`config.mk`:
```
export PLATFORM = sky130hd
export DESIGN_NAME = cla4_clkd
export DESIGN_NICKNAME = d
export VERILOG_FILES = /design/src/rtl/cla4_clkd_pkg.sv /design/src/rtl/cla4_clkd_cla4.sv /design/src/rtl/cla4_clkd.sv
export SDC_FILE = /design/constraint.sdc
export NUM_CORES = 1
export LEC_CHECK = 0
export ABC_CLOCK_PERIOD_IN_PS = 1100
export BUFFER_PORTS_ARGS = -buffer_cell sky130_fd_sc_hd__buf_2
export CORE_AREA = 2 2 39 41
export DETAILED_ROUTE_END_ITERATION = 7
export DIE_AREA = 0 0 41 43
export GPL_ROUTABILITY_DRIVEN = 0
export PLACE_DENSITY_LB_ADDON = 0.08
export SLEW_MARGIN = 20
export SYNTH_ARGS = -nofsm -noshare
export SYNTH_HDL_FRONTEND = slang
export SYNTH_SLANG_ARGS = --single-unit
```
`constraint.sdc`:
```
create_clock -name clk -period 1.1 [get_ports clk]
set_input_delay 0 -clock clk [delete_from_list [all_inputs] [get_ports clk]]
set_output_delay 0 -clock clk [all_outputs]
set_load 0.01 [all_outputs]
```
`src/rtl/cla4_clkd_pkg.sv`:
```
// Shared width and operand-bundle definitions for the registered 4-bit CLA.
package cla4_clkd_pkg;

    localparam int CLA_WIDTH = 4;

    typedef struct packed {
        logic [CLA_WIDTH-1:0] a;
        logic [CLA_WIDTH-1:0] b;
        logic                 cin;
    } cla_operands_t;

endpackage

```
`src/rtl/cla4_clkd_cla4.sv`:
```
// Combinational 4-bit carry-lookahead adder; every carry is a flat sum of
// products of generate/propagate terms, so no carry depends on another carry.
module cla4
    import cla4_clkd_pkg::*;
#(
    parameter int WIDTH = CLA_WIDTH
) (
    input  logic [WIDTH-1:0] a,
    input  logic [WIDTH-1:0] b,
    input  logic             cin,
    output logic [WIDTH-1:0] sum,
    output logic             cout
);

    logic [3:0] g;
    logic [3:0] p;
    logic [4:0] c;

    assign g = a & b;
    assign p = a ^ b;

    assign c[0] = cin;
    assign c[1] = g[0]
                | (p[0] & cin);
    assign c[2] = g[1]
                | (p[1] & g[0])
                | (p[1] & p[0] & cin);
    assign c[3] = g[2]
                | (p[2] & g[1])
                | (p[2] & p[1] & g[0])
                | (p[2] & p[1] & p[0] & cin);
    assign c[4] = g[3]
                | (p[3] & g[2])
                | (p[3] & p[2] & g[1])
                | (p[3] & p[2] & p[1] & g[0])
                | (p[3] & p[2] & p[1] & p[0] & cin);

    assign sum  = p ^ c[3:0];
    assign cout = c[4];

endmodule

```
`src/rtl/cla4_clkd.sv`:
```
// Two-stage registered adder: input capture, CLA core, output register.
// Both register stages sit here so the reg-to-reg path runs through cla4.
module cla4_clkd
    import cla4_clkd_pkg::*;
#(
    parameter int WIDTH = CLA_WIDTH
) (
    input  logic             clk,
    input  logic             reset,
    input  logic [WIDTH-1:0] a_in,
    input  logic [WIDTH-1:0] b_in,
    input  logic             c_in,
    output logic [WIDTH-1:0] s,
    output logic             c_out
);

    cla_operands_t    ops_q;
    logic [WIDTH-1:0] sum_comb;
    logic             cout_comb;

    always_ff @(posedge clk) begin
        if (reset) begin
            ops_q <= '0;
        end else begin
            ops_q.a   <= a_in;
            ops_q.b   <= b_in;
            ops_q.cin <= c_in;
        end
    end

    cla4 #(
        .WIDTH (WIDTH)
    ) u_cla4 (
        .a    (ops_q.a),
        .b    (ops_q.b),
        .cin  (ops_q.cin),
        .sum  (sum_comb),
        .cout (cout_comb)
    );

    always_ff @(posedge clk) begin
        if (reset) begin
            s     <= '0;
            c_out <= 1'b0;
        end else begin
            s     <= sum_comb;
            c_out <= cout_comb;
        end
    end

endmodule

```
==> results.toml <==
[outcome]
outcome = "complete, but fails checks"
violations = "negative setup slack"

[setup_path]
worstSetupStartpointType = "flop"
critPathCaptureType = "flop"
worstPathArrival_ns = 1.44
crit_fanout = 2
critPathKind = "reg -> reg"
required_ns = 1.31

[cells_and_area]
fin_util_pct = 59.0
syn_to_final_growth_pct = 54.9
fill_cells = 114
final_nets = 93
diodes = 0
drive_gt1_share_pct = 50.0

[timing]
slew_viol_final = 0
setup_ws_ns = -0.127
timing.fmax_ghz = 0.815
tns_ns = -0.224
rsz0062_at_grt = "true"
slew_headroom_pct = 83.1
finalHoldViolations = 0
min_period_over_period_pct = 112
fin_crit_ns = 1.23
setup_violations = 4
worstMarginPinSlew_ns = 0.253
fin_skew_ns = 0.00169

[placed_design]
io_buffers = 15
dpl.hpwl_um = 636

[floorplanning]
die_w_um = 41
die_y_um = 43
ios = 16
core_um2 = 1380
dieArea_um2 = 1760
fp-row-count = 14
initial_core_util_pct = 38.1

[clock_network]
cts_max_path_buffers = 2
ctsRootBufferMaster = "clkbuf_4"
path_clk_slew_ns = 0.08
cts_sinks = 14
insertion_delay_ns = 0.28
cts_tree = "built"
cts_buffers = 3
htreeDepth = 1

[global_route]
grt_pass1_wl_um = 1590
grt_antenna_before_repair = 0
grtUsageTotal_pct = 13.8
overflow = 0
grt_max_degree = 16
grt_pass1_vias = 452

[yosys]
synthCells = 47
yosysUniqueCellTypes = 19
synth_common_cells = "dfxtp_1 (14), nor2b_1 (9), ha_1 (4), inv_1 (4), nor2_1 (2)"
avgSynthCellArea_um2 = 11.2
synth_edf_count = 0
syn_area_um2 = 527
yosysMostFrequentCell = "dfxtp_1"
yosysTopAreaCell = "dfxtp_1"
synthTopCellsByArea = "dfxtp_1 (53%), nor2b_1 (11%), ha_1 (9.5%)"
ys.flop_type = "dfxtp_1"
synth_warnings = 0
async_reset_ff_share_pct = 0
synth.top_cell.area_share_pct = 53.2
synth_nets = 63
ys_seq_area_share_pct = 53.2
synth_seq_cells = 14

[drt]
vias = 405
drt_iter0_drc = 0
firstDrtPassIters = 1
drt-total-wl_um = 929
post_drt_wl_per_cell_um = 10.1
ant_nets = 0
drc = 0
via_per_inst = 4.40

[power_and_ir_drop]
cellPowerDensity_nw_per_um2 = 1340
p_leak_uw = 0.000373
vdd_drop_max_mv = 0.777

[worst_hold_path]
hold_class = "in -> reg"

[run]
cap_viol_max_count = 0
flip-flops by register name, indices dropped and copies added (netlist names):
name and flops:
c_out 1, ops_q 9, s 4
routing by layer:
layer / track usage [%] / part of all wire (%)
met3: 4.71 / 3.8
met5: 0 / 0
met2: 23.1 / 52
met1: 13.5 / 43
met4: 8.00 / 0.43
placed cells by master, fill, tap and decap left out:
| master | instances |
|---|---|
| nor2b_1 | 9 |
| dfxtp_2 | 6 |
| ha_4 | 3 |
| and3_4 | 1 |
| xor2_1 | 1 |
| nor3b_2 | 1 |
| o22ai_1 | 1 |
| inv_1 | 2 |
| buf_4 | 2 |
| clkbuf_4 | 3 |
| a21o_1 | 1 |
| a21oi_2 | 1 |
| o21ai_1 | 1 |
| dlygate4sd3_1 | 9 |
| a41o_1 | 1 |
| fa_2 | 1 |
| or2_2 | 1 |
| mux2i_1 | 1 |
| nor3_2 | 1 |
| dfxtp_1 | 8 |
| nor2_1 | 2 |
| clkbuf_8 | 1 |
| buf_2 | 15 |
| nand2b_1 | 1 |
| inv_2 | 2 |
| ha_1 | 1 |
power breakdown:
part	switching (uW)	internal (uW)
combinational	66.4	101
sequential	16.1	543
clock	165	201
total	247	845
path summary, 6_finish.rpt:
path,from,slack (ns),cells past startpoint,endpoint
worst max register to register,ops_q[5],-0.13,4,s[3]
worst max-delay path,ops_q[5],-0.13,4,s[3]
worst min-delay path,reset,0.06,2,s[1]
worst min register to register,ops_q[8],0.64,3,s[3]
per-stage QoR:
step	std cells	cell area (um^2)	hold slack [ns]	worst slack, ns	power, uW
global placement	78	673	0.207	-0.140	705
finish	92	816	0.0578	-0.127	1090
floorplan	47	576	0.0716	-0.0491	657
CTS	92	816	0.0568	-0.143	1110
global route	92	816	0.0583	-0.182	1170
detailed placement	78	673	0.213	-0.153	709
logic make-up (layout without fill, tap and decap cells):
group / Yosys count / count (layout) / synth area share (%)
flops: 14 / 14 / 53.2
mux: 1 / 1 / 1.90
compound gates: 5 / 5 / 7.13
simple gates: 16 / 16 / 19.0
xor+xnor: 1 / 1 / 1.66
buf+inv: 5 / 34 / 3.80
fa+ha+maj: 5 / 5 / 13.3
cell type report:
cell class,instances,area [um^2],share of cell area [%]
Sequential cell,14,288,35.3
Multi-Input combinational cell,28,277,33.9
Timing Repair Buffer,26,180,22.1
Clock buffer,4,36.3,4.45
Tap cell,16,20.0,2.45
Inverter,4,15.0,1.84
timing repair:
item,4_1_cts,5_1_grt
resized for setup,8,0
hold endpoints to repair,9,0
hold buffers,9,0
endpoints found under the setup margin,5,5
buffers inserted,1,0
pin swaps,7,3
worst max-delay path, stage by stage (launching register included):
cell and delay [ns]:
dfxtp_2 0.34, ha_4 0.23, a41o_1 0.23, a21oi_2 0.15, mux2i_1 0.20
Power figures use the tool's default switching activity.
